File: src/rtl/mario_pkg.sv
// rtl/mario_pkg.sv - shared Mario state codes, board bounds and sprite geometry
package mario_pkg;

  typedef enum logic [2:0] {
    ST_INITIAL  = 3'b000,
    ST_FLYING   = 3'b001,
    ST_JUMPING  = 3'b010,
    ST_WALKING  = 3'b011,
    ST_STANDING = 3'b100,
    ST_DYING    = 3'b101,
    ST_CLAMPING = 3'b110
  } mario_state_t;

  localparam int SCREEN_RIGHT  = 590;
  localparam int SCREEN_BOTTOM = 430;
  localparam int SPRITE_W      = 34;
  localparam int SPRITE_H      = 36;

  localparam int X_LEFT   = 50;
  localparam int X_RIGHT  = SCREEN_RIGHT - SPRITE_W;
  localparam int Y_TOP    = 50;
  localparam int Y_GROUND = SCREEN_BOTTOM - SPRITE_H;
  localparam int X_START  = 100;

  // Saturate a widened x candidate back into the playable column range.
  function automatic logic [9:0] clamp_x(input logic signed [11:0] x);
    if (x < 12'(X_LEFT))
      return 10'(X_LEFT);
    else if (x > 12'(X_RIGHT))
      return 10'(X_RIGHT);
    else
      return x[9:0];
  endfunction

endpackage

File: src/rtl/mario_vphys.sv
// rtl/mario_vphys.sv - vertical velocity/position integrator with ceiling and ground clamp
module mario_vphys
  import mario_pkg::*;
#(
  parameter int JUMP_V  = 12,
  parameter int GRAVITY = 1,
  parameter int VMAX    = 8
) (
  input  logic              clk,
  input  logic              rst_n,
  input  logic              step,
  input  logic              restore,
  input  logic              kick,
  output logic [8:0]        pos_y,
  output logic              grounded,
  output logic signed [5:0] vy_int,
  output logic              grounded_int
);

  logic signed [5:0]  vy_q;
  logic signed [5:0]  vy_eff;
  logic signed [5:0]  vy_d;
  logic [8:0]         y_q;
  logic [8:0]         y_d;
  logic               g_q;
  logic               g_d;
  logic signed [10:0] y_sum;
  logic signed [6:0]  vy_grav;

  always_comb begin
    vy_eff  = kick ? 6'(-JUMP_V) : vy_q;
    y_sum   = signed'({2'b00, y_q}) + 11'(vy_eff);
    vy_grav = 7'(vy_eff) + 7'(GRAVITY);
    y_d     = y_sum[8:0];
    vy_d    = (vy_grav > 7'(VMAX)) ? 6'(VMAX) : vy_grav[5:0];
    g_d     = 1'b0;
    if (y_sum >= 11'(Y_GROUND)) begin
      y_d  = 9'(Y_GROUND);
      vy_d = '0;
      g_d  = 1'b1;
    end else if (y_sum < 11'(Y_TOP)) begin
      // Ceiling bump kills upward speed; gravity resumes next frame.
      y_d  = 9'(Y_TOP);
      vy_d = '0;
    end
  end

  always_ff @(posedge clk or negedge rst_n) begin
    if (!rst_n) begin
      y_q  <= 9'(Y_GROUND);
      vy_q <= '0;
      g_q  <= 1'b1;
    end else if (restore) begin
      y_q  <= 9'(Y_GROUND);
      vy_q <= '0;
      g_q  <= 1'b1;
    end else if (step) begin
      y_q  <= y_d;
      vy_q <= vy_d;
      g_q  <= g_d;
    end
  end

  assign pos_y        = y_q;
  assign grounded     = g_q;
  assign vy_int       = vy_d;
  assign grounded_int = g_d;

endmodule

File: src/rtl/mario_motion.sv
// rtl/mario_motion.sv - frame-stepped Mario motion/state FSM; MARIO_DOUBLE_JUMP_EN enables one air jump
module mario_motion
  import mario_pkg::*;
#(
  parameter int STEP_X       = 2,
  parameter int JUMP_V       = 12,
  parameter int GRAVITY      = 1,
  parameter int VMAX         = 8,
  parameter int DEATH_FRAMES = 32
) (
  input  logic       clk,
  input  logic       rst_n,
  input  logic       frame_tick,
  input  logic       btn_left,
  input  logic       btn_right,
  input  logic       btn_jump,
  input  logic       hit,
  output logic [9:0] posX,
  output logic [8:0] posY,
  output logic [2:0] state
);

  localparam int CW = $clog2(DEATH_FRAMES + 1);

  mario_state_t      state_q, state_d;
  logic [9:0]        x_q, x_d;
  logic [CW-1:0]     cnt_q, cnt_d;
  logic              jump_prev_q;
  logic              hit_latch_q;
  logic              step, restore, kick;
  logic              grounded, grounded_int;
  logic signed [5:0] vy_int;
  logic              jump_edge, hit_eff, left_only, right_only;
  logic signed [11:0] x_wide, x_step;
  logic              air_jump_ok;
  logic              air_jump_used;
  logic              air_rearm;

  mario_vphys #(
    .JUMP_V  (JUMP_V),
    .GRAVITY (GRAVITY),
    .VMAX    (VMAX)
  ) u_vphys (
    .clk          (clk),
    .rst_n        (rst_n),
    .step         (step),
    .restore      (restore),
    .kick         (kick),
    .pos_y        (posY),
    .grounded     (grounded),
    .vy_int       (vy_int),
    .grounded_int (grounded_int)
  );

  assign jump_edge  = btn_jump & ~jump_prev_q;
  assign hit_eff    = hit | hit_latch_q;
  assign left_only  = btn_left & ~btn_right;
  assign right_only = btn_right & ~btn_left;
  assign x_wide     = signed'({2'b00, x_q});
  assign x_step     = 12'(STEP_X);

`ifdef MARIO_DOUBLE_JUMP_EN
  logic air_avail_q;

  assign air_jump_ok = air_avail_q;

  always_ff @(posedge clk or negedge rst_n) begin
    if (!rst_n)
      air_avail_q <= 1'b1;
    else if (air_rearm)
      air_avail_q <= 1'b1;
    else if (air_jump_used)
      air_avail_q <= 1'b0;
  end
`else
  assign air_jump_ok = 1'b0;
`endif

  always_comb begin
    state_d       = state_q;
    x_d           = x_q;
    cnt_d         = cnt_q;
    step          = 1'b0;
    restore       = 1'b0;
    kick          = 1'b0;
    air_jump_used = 1'b0;
    air_rearm     = 1'b0;
    if (frame_tick) begin
      unique case (state_q)
        ST_INITIAL: begin
          if (btn_left | btn_right | btn_jump)
            state_d = ST_STANDING;
        end
        ST_DYING: begin
          if (cnt_q == CW'(DEATH_FRAMES - 1)) begin
            state_d   = ST_INITIAL;
            x_d       = 10'(X_START);
            cnt_d     = '0;
            restore   = 1'b1;
            air_rearm = 1'b1;
          end else begin
            cnt_d = cnt_q + 1'b1;
          end
        end
        default: begin
          if (hit_eff) begin
            // Freeze in place; hit outranks any move or jump this frame.
            state_d = ST_DYING;
            cnt_d   = '0;
          end else begin
            if (left_only)
              x_d = clamp_x(x_wide - x_step);
            else if (right_only)
              x_d = clamp_x(x_wide + x_step);
            step = 1'b1;
            if (jump_edge && grounded) begin
              kick = 1'b1;
            end else if (jump_edge && air_jump_ok) begin
              kick          = 1'b1;
              air_jump_used = 1'b1;
            end
            if (grounded_int) begin
              air_rearm = 1'b1;
              if ((left_only && x_d == 10'(X_LEFT)) || (right_only && x_d == 10'(X_RIGHT)))
                state_d = ST_CLAMPING;
              else if (left_only || right_only)
                state_d = ST_WALKING;
              else
                state_d = ST_STANDING;
            end else begin
              state_d = (vy_int < 0) ? ST_JUMPING : ST_FLYING;
            end
          end
        end
      endcase
    end
  end

  always_ff @(posedge clk or negedge rst_n) begin
    if (!rst_n) begin
      state_q     <= ST_INITIAL;
      x_q         <= 10'(X_START);
      cnt_q       <= '0;
      jump_prev_q <= 1'b0;
    end else if (frame_tick) begin
      state_q     <= state_d;
      x_q         <= x_d;
      cnt_q       <= cnt_d;
      jump_prev_q <= btn_jump;
    end
  end

  // Contact can arrive on any cycle; hold it until the frame that consumes it.
  always_ff @(posedge clk or negedge rst_n) begin
    if (!rst_n)
      hit_latch_q <= 1'b0;
    else if (frame_tick)
      hit_latch_q <= 1'b0;
    else if (hit)
      hit_latch_q <= 1'b1;
  end

  assign posX  = x_q;
  assign state = state_q;

endmodule

File: config.mk
export PLATFORM = sky130hd
export DESIGN_NAME = mario_motion
export DESIGN_NICKNAME = d
export VERILOG_FILES = /design/src/rtl/mario_pkg.sv /design/src/rtl/mario_vphys.sv /design/src/rtl/mario_motion.sv
export SDC_FILE = /design/constraint.sdc
export NUM_CORES = 1
export LEC_CHECK = 0
export CORE_MARGIN = 4
export CORE_UTILIZATION = 37
export CTS_CLUSTER_SIZE = 16
export DETAILED_ROUTE_END_ITERATION = 10
export GPL_TIMING_DRIVEN = 0
export PLACE_DENSITY = 0.58
export SLEW_MARGIN = 20
export SYNTH_ARGS = -nofsm -noshare
export SYNTH_HDL_FRONTEND = slang
export SYNTH_SLANG_ARGS = --single-unit
export TNS_END_PERCENT = 50
File: constraint.sdc
create_clock -name clk -period 3.65 [get_ports clk]
set_input_delay 0.73 -clock clk [delete_from_list [all_inputs] [get_ports clk]]
set_output_delay 0.73 -clock clk [all_outputs]
set_load 0.02 [all_outputs]
# After elaboration in Yosys (flattened, before gate mapping)
# Cells that the tools add are included.
word_totals:
  register_bits: 37
  in_bits: 7
  output_inout_bits: 22
classes:
  addsub: 5
  order_cmp: 8
  n_eq_ne: 7
  muxes: 48
  bitwise: 10
  reduce_logical: 13
op_table:
  columns: ["cell", "n"]
  rows:
  - ["two-way mux 10 bit", 11]
  - ["two-way mux 6 bit", 8]
  - ["two-way mux 9 bit", 4]
  - ["less-than comparator 11 x 7 -> 1 bit, second input constant", 2]
  - ["one-hot mux 10 bit (2 select lines)", 1]
  - ["two-way mux 3 bit", 6]
  - ["two-way mux 1 bit", 15]
  - ["one-hot mux 6 bit (2 select lines)", 1]
  - ["adder 10 x 2 -> 11 bit, second input constant", 1]
  - ["adder 10 x 6 -> 11 bit", 1]
  - ["greater-or-equal comparator 11 x 10 -> 1 bit, second input constant", 1]
  - ["> comparator 11 x 10 -> 1 bit, second input constant", 1]
  - ["> comparator 11 bit, second input constant", 1]
  - ["less-than comparator 11 x 6 -> 1 bit, second input constant", 1]
  - ["subtractor 10 x 2 -> 11 bit, second input constant", 1]
  - ["== test 10 bit, second input constant", 1]
  - ["== test 10 x 6 -> 1 bit, second input constant", 1]
  - ["adder 6 x 2 -> 7 bit, second input constant", 1]
  - ["> comparator 7 x 5 -> 1 bit, second input constant", 1]
  - ["adder 6 x 1 -> 6 bit, second input constant", 1]
  - ["== test 6 x 5 -> 1 bit, second input constant", 1]
  - ["less-than comparator 6 x 1 -> 1 bit, second input constant", 1]
  - ["one-hot mux 3 bit (2 select lines)", 1]
  - ["AND reduction 3 bit", 2]
  - ["other kinds (13)", 26]

# Longest topological paths before layout
# Gate-level depths: netlist (run 1).
depth:
  word_depth: 18
  ltp_mapped: 17
  depth_no_buf: 15

# Modules after synthesis
# A second synthesis (run 1) with hierarchy kept.
unflattened:
  hier_cells: 500
  area_unflattened_um2: 3947.5
by_module_without_submodules:
  columns: ["module", "instances", "cells_per_inst", "area_per_inst_um2", "seq_area_each_um2"]
  rows:
  - ["mario_motion", 1, 300, 2268.4, 529.3]
  - ["mario_vphys", 1, 200, 1679.1, 406.6]

# Least setup slack after synthesis (run 1)
# OpenSTA, ideal clock, no wires.
synth_timing:
  kind: "input-to-reg"
  start: "input frame_tick"
  end: "register u_vphys.vy_q[2]"
  setup_time_ns: 0.121
  t_arrival_ns: 4.137
  setup_slack_ns: -0.608
  cell_stages: 17
  path_buffers: 2
  cell_sequence: "buf_4 nor4b_4 o211a_1 buf_4 nor2_1 inv_1 ha_1 and3_1 a221oi_1 o21ai_0 a21oi_1 xnor2_1 a2111oi_1 nor4_4 or3b_1 o21ai_1 a22o_1"
synth_between:
  elab_chain_cells: 9
  word_cells_on_any_way: 15
  cone_classes: "2 x add/sub; 3 x order compare; 9 x mux; 1 x reduce/logical"
synth_rtl:
  columns: ["element", "line", "rtl"]
  rows:
  - ["start: declaration", "mario_motion.sv:13", "input logic frame_tick,"]
  - ["branches (longest 9 deep; another with adder 10 x 6 -> 11 bit)", null, null]
  - ["end signal: assignment", "mario_vphys.sv:59", "vy_q <= vy_d;"]
  - ["end: declaration", "mario_vphys.sv:20", "logic signed [5:0] vy_q;"]
# Several ways; the timed one is not identified. The select of a mux whose other input is x is not followed.
# A chain may end at the register's enable or synchronous reset.

# Worst setup path in the final report (run 1)
layout_timing:
  start: "input hit"
  end: "register u_vphys.vy_q[2]"
layout_between:
  elab_chain_cells: 12
  word_cells_on_any_way: 19
  cone_classes: "2 x add/sub; 3 x order compare; 12 x mux; 1 x bitwise; 1 x reduce/logical"
layout_rtl:
  columns: ["element", "line", "rtl"]
  rows:
  - ["start: declaration", "mario_motion.sv:17", "input logic hit,"]
  - ["bitwise OR 1 bit (*)", "mario_motion.sv:56", "assign hit_eff = hit | hit_latch_q;"]
  - ["branches (longest 11 deep; another with adder 10 x 6 -> 11 bit)", null, null]
# Every way passes the cells marked *. The select of a mux whose other input is x is not followed.

==> results of run 1 <==
[stage by stage]
step	std cells	setup TNS, ns	area [µm²]	worst slack, ns	utilization (%)
floorplan	471	-1.210	3901	-0.3033	-
global placement	631	-19.71	4338	-1.398	44.18
detailed placement	632	-19.39	4360	-1.341	44.41
CTS	654	-1.779	4669	-0.2707	47.55
global route	668	-5.099	4930	-0.3995	50.20
finish	668	-3.223	4930	-0.3037	50.20
[cells by family after synthesis]
group | after synthesis | synth area share [%]
AOI/OAI and AO/OA | 169 | 31.36
xor gates and xnor gates | 19 | 4.451
adders and majority gates | 20 | 6.693
buffers and inverters | 47 | 5.154
DFF | 37 | 25.03
muxes | 9 | 2.510
and+or+nand+nor | 170 | 24.80
[state kept, by name, indices dropped and copies added, names as in the netlist]
register          cells
posX                 10
u_vphys.vy_q          6
hit_latch_q           1
jump_prev_q           1
u_vphys.pos_y         9
cnt_q                 6
state                 3
u_vphys.grounded      1
[where the power goes]
group	total [W]	internal [W]	leakage, nW	switching [W]
Combinational	0.00242	0.000998	1.49	0.00142
Clock	0.000303	0.000132	0.0439	0.000171
Sequential	0.000680	0.000541	0.469	0.000139
[metal layers]
layer	global-route usage, %	vias up
met5	0	-
met4	6.943	0
met3	3.761	30
met2	35.17	141
met1	28.38	1990
li1	-	1901
[worst register-to-register path: cells and delay by family (launching register included)]
kind / cells / cell delay [ns]
AND/OR/NAND/NOR: 3 / 0.32
AO/OA/AOI/OAI: 8 / 1.68
adder cells (fa/ha/maj): 1 / 0.17
XOR/XNOR: 2 / 0.38
buffers and inverters: 5 / 0.71
flip-flops: 1 / 0.48
[final cells by class]
| type | count | area share [%] |
|---|---|---|
| inverter | 19 | 1.548 |
| tap | 133 | 3.376 |
| clock buffer | 5 | 1.396 |
| sequential | 37 | 19.04 |
| clock inverter | 3 | 0.3553 |
| buffer | 27 | 3.071 |
| timing repair buffer | 57 | 10.86 |
| multi-input combinational | 387 | 60.36 |
[path summary, 6_finish.rpt]
path / startpoint / end / slack [ns]
max in group asynchronous: rst_n / u_vphys.grounded / 2.74
min in group clk: cnt_q[5] / cnt_q[5] / 0.49
hold reg to reg: cnt_q[5] / cnt_q[5] / 0.49
setup reg to reg: state[2] / u_vphys.vy_q[2] / -0.21
hold / removal: rst_n / u_vphys.pos_y[5] / 0.37
setup / recovery: hit / u_vphys.vy_q[2] / -0.30
[repair_timing]
item	in CTS	in global routing
buffers inserted	15	14
pin swaps	21	30
gates resized for setup	37	39
endpoints found under the setup margin	19	20
[cell usage in the layout, fill, tap and decap left out, drive strengths merged, types with 4 or more instances in the layout]
cell and n:
nor2 45, buf 40, o21ai 37, nand2 33, a21oi 32, dfrtp 29, clkdlybuf4s50 24, clkbuf 24
ha 20, nand3 18, inv 18, a31oi 13, xnor2 10, nand4 9, o211ai 9, xor2 9
nand2b 9, and3 9, a21o 8, dfstp 8, nor3 8, a22o 7, mux2i 6, and2 6
a211oi 6, o32ai 5, o31ai 5, o22ai 4, or2 4, nand3b 4, nor2b 4, o21a 4
a22oi 4, or3b 4, nor4b 4, a221oi 4
==> impl_metrics.csv, run 1 <==
group,metric,value,unit
floorplanning,die_width,108.5,µm
synth,avgSynthCellArea,7.938,µm²
detailed_routing,dr.first_iter.drc_count,280,
detailed_routing,vias,4062,
critical_path,cp-end-kind,"flip-flop",
pwr,power.density,690.4,mW/mm²
final_layout,fillers,951,
synth,synth-seq-cells,37,
synth,synthMostInstantiatedCell,"nor2_1",
timing,fin_crit_sh,108.3,%
timing,fin_skew,0.006193,ns
global_route,antenna_found_initial,0,
timing,setup_viol,18,
floorplanning,ios,29,
detailed_routing,met1Wirelength,5405,µm
cts,cts-root-buf,"clkbuf_8",
cts,postCtsHoldBufs,0,
floorplanning,dieArea,0.01178,mm²
cts,htreeDepth,2,
placed_design,hpwl,8842,µm
final_layout,nNetsFinal,561,
critical_path,path_cells,"buf_8 > nor4b_4 > o211ai_2 > buf_6 > and2_4 > ha_4 > ha_4 > buf_4 > a211oi_1 > a21o_1 > a41oi_1 > a21oi_2 > a21boi_2 > a2111oi_4 > nor4_4 > buf_4 > buf_8 > nor3b_2 > a22o_1",
critical_path,critPathKind,"in2reg",
global_route,grt.total_usage,21.37,%
timing,hold_violations,0,
synth,synth_commonest_cells,"45 x nor2_1, 33 x nand2_1, 31 x a21oi_1, 31 x o21ai_0, 29 x dfrtp_1",
synth,synth_area_leaders,"dfrtp_1 19%, ha_1 6.7%, dfstp_2 5.6%, nor2_1 4.5%, a21oi_1 4.1%",
global_route,grt_max_degree,21,
critical_path,cp.depth,19,
synth,syn_inst,471,
synth,synth_edf_count,0,
synth,syn_nets,498,
detailed_routing,viasPerCell,6.081,
synth,ys_types,76,
synth,synth_top_cell_area_share,19.41,%
critical_path,crit_fanout,8,
detailed_routing,wire_per_inst,18.54,µm
timing,whs,0.3678,ns
critical_path,slowest_delay,0.49,ns
cts,insertion_delay,0.30,ns
detailed_routing,route.detailed.drc,0,
pwr,p_total,0.003403,W
detailed_routing,drt_pre_antenna_iters,5,
critical_path,cp_slowest_cell,"a2111oi_4",
final_layout,antennaDiodeCount,0,
placed_design,place.gp.congestion,0.9238,
global_route,grt_pass1_wl,20110,µm
synth,ys_seq_area_share,25.03,%
job,max_cap_viol_count,0,
floorplanning,start_util,38.07,%
critical_path,critPathLaunchType,"primary input",
floorplanning,die_h,108.5,µm
min_path,hp-class,"in2async",
critical_path,arrival,4.14,ns
cts,cts_buffers,5,
timing,rsz0062_at_grt,"yes",
cts,clkSlewWorstSetupHoldPaths,0.08,ns
synth,synth.cell_area,0.003739,mm²
final_layout,regArea,938.4,µm²
timing,worst_pin_slew,0.8140,ns
cts,cts_num_sinks,37,
global_route,grt_pass1_vias,3927,
placed_design,port_buffers,27,
critical_path,crit_buf_inv,5,
detailed_routing,wl_met3,685,µm
outcome,status,"finished with violations",
critical_path,cp.required,3.84,ns
cts,clockBufferDepth,2,
timing,fin_crit,3.954,ns
timing,fin_ws,-0.3037,ns
floorplanning,row_count,36,
floorplanning,core_area,0.009819,mm²
detailed_routing,wirelength,12390,µm
final_layout,multi_input_area,0.002975,mm²
detailed_routing,route.met2.wl,5984,µm
synth,synthFlopType,"dfrtp_1",
synth,async_reset_ff_share,100.0,%
detailed_routing,top_layer_used,"met4",
final_layout,syn_to_final_growth,31.86,%
global_route,grt-ovfl-total,0,
pwr,power_leakage,2.000,nW
critical_path,rr_worst_depth,19,
timing,maxSlewViolCount,0,
synth,ys_warn_count,0,
critical_path,path_delay_family,"compound AO/OA/AOI/OAI gates",
detailed_routing,ant_nets,0,
synth,synth_top_area_cell,"dfrtp_1",
pwr,ir_worst_vdd,0.0003799,V
timing,max-slew-margin-rel,45.54,%
outcome,violations,"setup timing",
timing,fmax,252.9,MHz
final_layout,drive_gt1_share,25.79,%
cts,cts_tree,"done",
No activity file was read; power rests on OpenSTA's default activity.
==> run 2, diff against run 1 <==
--- a/config.mk
+++ b/config.mk
@@ -10,6 +10,7 @@
 export CTS_CLUSTER_SIZE = 16
 export DETAILED_ROUTE_END_ITERATION = 10
 export GPL_TIMING_DRIVEN = 0
+export HOLD_SLACK_MARGIN = 0.02
 export PLACE_DENSITY = 0.58
 export SLEW_MARGIN = 20
 export SYNTH_ARGS = -nofsm -noshare
==> results of run 2 <==
Final layout, timing and power as in run 1 (identical DEF).
